==> config.mk <==
export PLATFORM = sky130hd
export DESIGN_NAME = rpll_phase_sweep_ctrl
export DESIGN_NICKNAME = d
export VERILOG_FILES = /design/src/rtl/rpll_phase_sweep_ctrl.sv
export SDC_FILE = /design/constraint.sdc
export NUM_CORES = 1
export LEC_CHECK = 0
export CAP_MARGIN = 20
export CORE_MARGIN = 2
export CORE_UTILIZATION = 45
export CTS_CLUSTER_DIAMETER = 120
export DETAILED_ROUTE_END_ITERATION = 16
export PLACE_DENSITY = 0.71
export SYNTH_ARGS = -nofsm -noshare
export SYNTH_HDL_FRONTEND = slang
export SYNTH_SLANG_ARGS = --single-unit
==> constraint.sdc <==
create_clock -name clk -period 5 [get_ports clk]
set_clock_uncertainty 0.2 [all_clocks]
set_input_delay 1 -clock clk [delete_from_list [all_inputs] [get_ports clk]]
set_output_delay 1 -clock clk [all_outputs]
set_load 0.05 [all_outputs]
==> src/rtl/rpll_phase_sweep_ctrl.sv <==
// Dynamic phase sweep controller for a Gowin rPLL: steps PSDA through 0..15, counts
// per-channel phase-detector hits at each step and reports the best step per channel.
module rpll_phase_sweep_ctrl #(
    parameter int         N_CH          = 1,
    parameter int         SETTLE_CYCLES = 64,
    parameter int         SAMPLE_CYCLES = 256,
    parameter int         DUTY_OFFS     = 8,
    parameter logic [3:0] PS_INIT       = 4'd0,
    parameter int         CNT_W         = $clog2(SAMPLE_CYCLES + 1)
) (
    input  logic                    clk,
    input  logic                    rst_n,
    input  logic [1:0]              mode,
    input  logic                    start,
    input  logic [3:0]              manual_psda,
    input  logic                    pll_lock,
    input  logic [N_CH-1:0]         pd_in,
    output logic [3:0]              psda,
    output logic [3:0]              dutyda,
    output logic                    busy,
    output logic                    done,
    output logic                    result_valid,
    output logic [4*N_CH-1:0]       best_psda,
    output logic [CNT_W*N_CH-1:0]   best_score
);
    localparam int CYC_MAX = (SETTLE_CYCLES > SAMPLE_CYCLES) ? SETTLE_CYCLES : SAMPLE_CYCLES;
    localparam int CYC_W   = (CYC_MAX > 1) ? $clog2(CYC_MAX) : 1;
    localparam logic [CYC_W-1:0] SETTLE_LAST = CYC_W'(SETTLE_CYCLES - 1);
    localparam logic [CYC_W-1:0] SAMPLE_LAST = CYC_W'(SAMPLE_CYCLES - 1);
    localparam logic [3:0]       DUTY_OFFS4  = 4'(DUTY_OFFS);

    typedef enum logic [2:0] {
        IDLE      = 3'd0,
        WAIT_LOCK = 3'd1,
        SETTLE    = 3'd2,
        SAMPLE    = 3'd3,
        EVAL      = 3'd4,
        DONE      = 3'd5
    } state_t;

    state_t                     state_q, state_d;
    logic [3:0]                 psda_q, psda_d;
    logic                       busy_q, busy_d;
    logic                       done_q, done_d;
    logic                       valid_q, valid_d;
    logic [CYC_W-1:0]           cyc_q, cyc_d;
    logic [N_CH-1:0][CNT_W-1:0] hits_q, hits_d;
    logic [N_CH-1:0][CNT_W-1:0] run_sc_q, run_sc_d;
    logic [N_CH-1:0][CNT_W-1:0] out_sc_q, out_sc_d;
    logic [N_CH-1:0][3:0]       run_ps_q, run_ps_d;
    logic [N_CH-1:0][3:0]       out_ps_q, out_ps_d;

    logic begin_sweep, lose_lock;
    logic clr_hits, clr_run, acc_en, eval_en, load_out;

    always_comb begin
        state_d     = state_q;
        psda_d      = psda_q;
        busy_d      = busy_q;
        done_d      = 1'b0;
        valid_d     = valid_q;
        cyc_d       = cyc_q;
        begin_sweep = 1'b0;
        lose_lock   = 1'b0;
        clr_hits    = 1'b0;
        clr_run     = 1'b0;
        acc_en      = 1'b0;
        eval_en     = 1'b0;
        load_out    = 1'b0;

        case (state_q)
            IDLE: begin
                if (mode == 2'd2) begin
                    psda_d = manual_psda;
                end else if (start) begin
                    begin_sweep = 1'b1;
                end
            end
            WAIT_LOCK: begin
                cyc_d    = '0;
                clr_hits = 1'b1;
                if (pll_lock) state_d = SETTLE;
            end
            SETTLE: begin
                if (!pll_lock) begin
                    lose_lock = 1'b1;
                end else if (cyc_q == SETTLE_LAST) begin
                    cyc_d   = '0;
                    state_d = SAMPLE;
                end else begin
                    cyc_d = cyc_q + 1'b1;
                end
            end
            SAMPLE: begin
                if (!pll_lock) begin
                    lose_lock = 1'b1;
                end else begin
                    acc_en = 1'b1;
                    if (cyc_q == SAMPLE_LAST) begin
                        cyc_d   = '0;
                        state_d = EVAL;
                    end else begin
                        cyc_d = cyc_q + 1'b1;
                    end
                end
            end
            EVAL: begin
                if (!pll_lock) begin
                    lose_lock = 1'b1;
                end else begin
                    eval_en  = 1'b1;
                    clr_hits = 1'b1;
                    if (psda_q == 4'd15) begin
                        done_d  = 1'b1;
                        state_d = DONE;
                    end else begin
                        psda_d  = psda_q + 4'd1;
                        state_d = SETTLE;
                    end
                end
            end
            DONE: begin
                load_out = 1'b1;
                valid_d  = 1'b1;
                if (mode == 2'd1) begin
                    begin_sweep = 1'b1;
                end else begin
                    busy_d  = 1'b0;
                    state_d = IDLE;
                end
            end
            default: state_d = IDLE;
        endcase

        // Shared by start acceptance in IDLE and the automatic restart in continuous mode.
        if (begin_sweep) begin
            psda_d   = 4'd0;
            busy_d   = 1'b1;
            cyc_d    = '0;
            clr_hits = 1'b1;
            clr_run  = 1'b1;
            state_d  = pll_lock ? SETTLE : WAIT_LOCK;
        end

        // Lock loss keeps psda and the running bests; only the current step is redone.
        if (lose_lock) begin
            state_d  = WAIT_LOCK;
            cyc_d    = '0;
            clr_hits = 1'b1;
        end
    end

    always_comb begin
        hits_d   = hits_q;
        run_sc_d = run_sc_q;
        run_ps_d = run_ps_q;
        out_sc_d = out_sc_q;
        out_ps_d = out_ps_q;
        for (int i = 0; i < N_CH; i++) begin
            if (acc_en) hits_d[i] = hits_q[i] + CNT_W'(pd_in[i]);
            // Strict compare: on a tie the earlier (lower) step wins.
            if (eval_en && (hits_q[i] > run_sc_q[i])) begin
                run_sc_d[i] = hits_q[i];
                run_ps_d[i] = psda_q;
            end
            if (clr_hits) hits_d[i] = '0;
            if (clr_run) begin
                run_sc_d[i] = '0;
                run_ps_d[i] = '0;
            end
            if (load_out) begin
                out_sc_d[i] = run_sc_q[i];
                out_ps_d[i] = run_ps_q[i];
            end
        end
    end

    always_ff @(posedge clk or negedge rst_n) begin
        if (!rst_n) begin
            state_q  <= IDLE;
            psda_q   <= PS_INIT;
            busy_q   <= 1'b0;
            done_q   <= 1'b0;
            valid_q  <= 1'b0;
            cyc_q    <= '0;
            hits_q   <= '0;
            run_sc_q <= '0;
            run_ps_q <= '0;
            out_sc_q <= '0;
            out_ps_q <= '0;
        end else begin
            state_q  <= state_d;
            psda_q   <= psda_d;
            busy_q   <= busy_d;
            done_q   <= done_d;
            valid_q  <= valid_d;
            cyc_q    <= cyc_d;
            hits_q   <= hits_d;
            run_sc_q <= run_sc_d;
            run_ps_q <= run_ps_d;
            out_sc_q <= out_sc_d;
            out_ps_q <= out_ps_d;
        end
    end

    assign psda         = psda_q;
    assign dutyda       = psda_q + DUTY_OFFS4;
    assign busy         = busy_q;
    assign done         = done_q;
    assign result_valid = valid_q;
    assign best_psda    = out_ps_q;
    assign best_score   = out_sc_q;

endmodule
# Word level (Yosys, flattened, before mapping)
# Cells that the tools add are included.
dict set report word_totals {
  latchBits 0
  romBits 0
  ramBits 0
  register_bits 53
  n_memories 0
  out_inout_bits 24
}
dict set report op_classes {
  reduce_logical 12
  n_mul 0
  bitwise_logic 0
  div_mod_pow 0
  shift 0
  n_addsub 4
  n_eq_ne 22
  n_mux 50
  n_lt_le_gt_ge 1
}
# cell n
set ops {}
lappend ops {{8-bit 2-to-1 mux} 6}
lappend ops {{9-bit 2-to-1 mux} 4}
lappend ops {{3-bit 2-to-1 mux} 10}
lappend ops {{4-bit inequality test, second input constant} 7}
lappend ops {{4-bit 2-to-1 mux} 6}
lappend ops {{8-bit one-hot mux with 3 select lines} 1}
lappend ops {{1-bit 2-to-1 mux} 18}
lappend ops {{3-bit one-hot mux with 6 select lines} 1}
lappend ops {{3-bit inequality test, second input constant} 4}
lappend ops {{9-bit by 1-bit adder with 9-bit output} 1}
lappend ops {{9-bit greater-than comparator} 1}
lappend ops {{8-bit by 1-bit adder with 8-bit output, second input constant} 1}
lappend ops {{8-bit by 6-bit equality test with 1-bit output, second input constant} 1}
lappend ops {{8-bit equality test, second input constant} 1}
lappend ops {{4-bit one-hot mux with 2 select lines} 1}
lappend ops {{8-bit AND reduction} 1}
lappend ops {{3-bit by 2-bit equality test with 1-bit output, second input constant} 2}
lappend ops {{3-bit equality test, second input constant} 2}
lappend ops {{2-bit nonzero test} 3}
lappend ops {{5-bit nonzero test} 1}
lappend ops {{4-bit by 1-bit adder with 4-bit output, second input constant} 1}
lappend ops {{4-bit adder, second input constant} 1}
lappend ops {{4-bit equality test, second input constant} 1}
lappend ops {{1-bit one-hot mux with 2 select lines} 2}
lappend ops {{other kinds (12)} 12}

# Logic depth before layout (Yosys ltp)
dict set report logic_depth {
  ltp_word 6
  ltp_mapped 8
}

# Worst setup path before layout
# Ideal clock, no wire load.
dict set report synth_path {
  path_kind {input port to flip-flop}
  startpoint {in start}
  endpoint {reg state_q[0]}
  arrival_ns 2.172
  t_required_ns 4.672
  path_slack_ns 2.500
  stages 4
  n_path_buf 0
  path_cell_list {or3b_4 -> o32a_1 -> nand4_1 -> mux2_1}
}
dict set report synth_via {
  elab_chain_cells 5
  word_cells_on_any_way 14
}
# item line_no
set synth_lines {}
lappend synth_lines {{start: declaration} 14} ;# input logic start,
lappend synth_lines {{1-bit 2-to-1 mux *} 75} ;# end else if (start) begin
lappend synth_lines {{1-bit 2-to-1 mux *} 73} ;# if (mode == 2'd2) begin
lappend synth_lines {{1-bit one-hot mux with 2 select lines *} 71} ;# case (state_q)
lappend synth_lines {{4-bit inequality test (no source line), or another cell as far along} -}
lappend synth_lines {{8-bit AND reduction (no source line) / 3-bit 2-to-1 mux (equally long branches)} -}
lappend synth_lines {{end signal: assignment} 192} ;# state_q <= state_d;
lappend synth_lines {{end: declaration} 41} ;# state_t state_q, state_d;
# Every way passes the cells marked *; elsewhere a longest branch is shown, timed or not.
# A chain may end at the register's enable or synchronous reset.

# Worst setup path after layout
dict set report layout_path {
  startpoint {in mode[1]}
  endpoint {reg state_q[0]}
}
dict set report layout_via {
  elab_chain_cells 5
  word_cells_on_any_way 16
}
# item line_no
set layout_lines {}
lappend layout_lines {{start: declaration} 13} ;# input logic [1:0] mode,
lappend layout_lines {{2-bit by 1-bit equality test with 1-bit output / 2-bit equality test (equally long branches)} {125, 73}}
lappend layout_lines {{1-bit 2-to-1 mux (on tied branches)} {125, 73}}
lappend layout_lines {{1-bit one-hot mux with 2 select lines} 71}
lappend layout_lines {{4-bit inequality test (no source line), or another cell as far along} -}
lappend layout_lines {{8-bit AND reduction (no source line) / 3-bit 2-to-1 mux (equally long branches)} -}
# Parallel ways exist; a longest one is shown, timed or not.

==> results.sh <==
export IMPL_status="complete, no violations"
export IMPL_cts_max_level=2
export IMPL_hold_class="flip-flop to flip-flop"
export IMPL_ys_seq_area_frac=0.463
export IMPL_routedWlPerCell_um=13.9
export IMPL_cp_slowest_cell="o32a_1"
export IMPL_cts_tree="built"
export IMPL_yosysWarnings=0
export IMPL_rsz0062_at_grt="no"
export IMPL_critical_path_max_stage_delay_ns=0.62
export IMPL_place_ws_ns=1.64
export IMPL_clock_sink_count=53
export IMPL_setup_ws_ns=2.00
export IMPL_drv_slew=0
export IMPL_grt_util_all_layers=0.170
export IMPL_cts_buffers=5
export IMPL_drive_gt1_frac=0.0839
export IMPL_required_ns=4.99
export IMPL_syn_cell_area_sq_mm=0.00287
export IMPL_synth_common_cells="53 x dfrtp_1, 40 x nand2_1, 21 x inv_1, 21 x nor2_1, 16 x o21ai_0"
export IMPL_worst_path_stages=5
export IMPL_r2r_end="run_sc_q[1]$_DFFE_PN0P_"
export IMPL_hold_viol_final=0
export IMPL_multi_input_area_sq_mm=0.00137
export IMPL_synth_edf_count=0
export IMPL_yosysMostFrequentCell="dfrtp_1"
export IMPL_cts_resized_gates=0
export IMPL_drt_iter0_markers=137
export IMPL_worstMarginPinSlew_ns=0.854
export IMPL_cp_buffers_inverters=1
export IMPL_final_util=0.533
export IMPL_critPathLaunchType="input pin"
export IMPL_synth_area_leaders="dfrtp_1 46%, ha_1 5.7%, nand2_1 5.2%"
export IMPL_vias_per_cell=5.34
export IMPL_drt_first_pass_iters=4
export IMPL_antenna_found_initial=0
export IMPL_leakage_nw=1.42
export IMPL_finalCriticalPeriod_ns=3.00
export IMPL_cp_end_kind="flip-flop"
export IMPL_cap_violations=0
export IMPL_synth_top_cell_area_share=0.463
export IMPL_ir_worst_vdd_uv=207
export IMPL_routed_wl_mm=5.53
export IMPL_critPathKind="input pin to flip-flop"
export IMPL_antenna_left=0
export IMPL_layout_nets=345
export IMPL_ys_ff_latch=53
export IMPL_dieHeight_um=83.8
export IMPL_ff_latch_area_sq_mm=0.00133
export IMPL_die_width_um=83.8
export IMPL_hpwl_mm=4.02
export IMPL_fillers=567
export IMPL_die_area_sq_mm=0.00702
export IMPL_timing_rr_start="state_q[2]$_DFFE_PN0P_"
export IMPL_synth_cells=292
export IMPL_powerDensity_mw_per_mm2=352
export IMPL_gp_congestion=0.794
export IMPL_worstSetupStartpoint="mode[1]"
export IMPL_num_vias=2132
export IMPL_syn_num_nets=316
export IMPL_portBuffers=34
export IMPL_r2r_slack_ns=2.27
export IMPL_postCtsSetupRepairBufs=0
export IMPL_finalSetupViolCount=0
export IMPL_boundaryPins=35
export IMPL_overflow=0
export IMPL_grt_start_max_net_pins=54
export IMPL_num_rows=29
export IMPL_grt_pass1_vias=2130
export IMPL_synth_async_sr_flop_share=1.00
export IMPL_critPathTopFamily="compound AO/OA/AOI/OAI gates"
export IMPL_start_util=0.459
export IMPL_cp_cell_sequence="clkdlybuf4s50_1, nor2b_1, o32a_1, nand4_1, mux2_1"
export IMPL_clock_path_buffers=2
export IMPL_fin_setup_tns_ns=0
export IMPL_post_route_period_util=0.601
export IMPL_crit_end="state_q[0]$_DFFE_PN0P_"
export IMPL_insertion_delay_ns=0.30
export IMPL_cp_max_fo=15
export IMPL_syn_avg_cell_area_sq_um=9.82
export IMPL_grt_first_pass_wirelength_mm=9.94
export IMPL_core_area_sq_mm=0.00624
export IMPL_relSlewSlack=0.429
export IMPL_synth_main_ff_cell="dfrtp_1"
export IMPL_clk_pin_slew_ns=0.10
export IMPL_yosysUniqueCellTypes=55
export IMPL_cts_root_buf="clkbuf_8"
export IMPL_arrival_ns=2.99
export IMPL_max_freq_mhz=333
export IMPL_totalPowerFinal_mw=1.17
export IMPL_yosysTopAreaCell="dfrtp_1"
export IMPL_drc=0
export IMPL_antenna_cells=0
export IMPL_r2r_cells=5
export IMPL_hold_buffers=0
export IMPL_syn2layout_area_growth_pct=16.1
-- sequential cells by signal, indices dropped and copies added, names as in the netlist --
register      flops
best_score        9
hits_q            9
run_sc_q          9
cyc_q             8
best_psda         4
psda              4
run_ps_q          4
state_q           3
busy              1
done              1
result_valid      1
-- where the power goes --
group          internal, mW  switching [mW]  leakage (nW)
logic                 0.132           0.232         0.635
registers             0.455          0.0639         0.729
clock network         0.150           0.138        0.0554
-- routing by layer --
layer	GRT usage	part of all wire
met2	0.276	0.47
met1	0.241	0.48
met3	0.0237	0.040
met5	0	0
met4	0.0396	0.0090
-- worst min-delay path by stage --
stage                              from                       end  slack, ns  cells past startpoint
2_1_floorplan      cyc_q[4]$_DFFE_PN0P_      cyc_q[4]$_DFFE_PN0P_       0.27                      1
3_3_place_gp   result_valid$_DFFE_PN0P_  result_valid$_DFFE_PN0P_       0.25                      1
3_5_place_dp   result_valid$_DFFE_PN0P_  result_valid$_DFFE_PN0P_       0.25                      1
4_1_cts        result_valid$_DFFE_PN0P_  result_valid$_DFFE_PN0P_       0.28                      1
5_1_grt        result_valid$_DFFE_PN0P_  result_valid$_DFFE_PN0P_       0.30                      1
6_report       result_valid$_DFFE_PN0P_  result_valid$_DFFE_PN0P_       0.27                      1
-- final cells by class --
type | count | area share
multi-input combinational | 205 | 0.412
sequential | 53 | 0.398
timing repair buffer | 35 | 0.103
tap | 77 | 0.0289
inverter | 21 | 0.0237
clock buffer | 6 | 0.0218
clock inverter | 2 | 0.0117
-- kinds of logic (layout without fill, tap and decap cells) --
logic type      count (synthesis)  in the layout  synth area share
compound gates                 58             58             0.134
flops                          53             53             0.463
xor+xnor                        7              7            0.0214
fa+ha+maj                      13             13            0.0567
simple gates                  105            105             0.187
buf+inv                        34             64            0.0585
mux                            22             22            0.0803
-- layout by cell type, fill, tap and decap left out, drive strengths merged, types with 4 or more instances in the layout --
master,count
clkbuf,6
nor2,25
dfrtp,53
nand2,41
a21oi,12
inv,21
or3,4
mux2,8
clkdlybuf4s50,33
nand4,4
nand3,6
mux2i,14
o21ai,27
and2,4
and3,6
ha,13
xnor2,5
-- worst reg2reg max path, cell delays in order (launching register included) --
cell     delay, ns
dfrtp_1       0.77
nor3b_2       0.47
nand2_1       0.16
a41o_1        0.26
nor2_4        0.37
mux2_2        0.39
-- per-stage QoR --
step,instance area [sq um],instances,hold slack (ns)
2_1_floorplan,2870,292,0.273
3_3_place_gp,3220,391,0.249
3_5_place_dp,3220,391,0.251
4_1_cts,3330,399,0.279
5_1_grt,3330,399,0.295
6_report,3330,399,0.273
(Power assumes the default switching activity.)
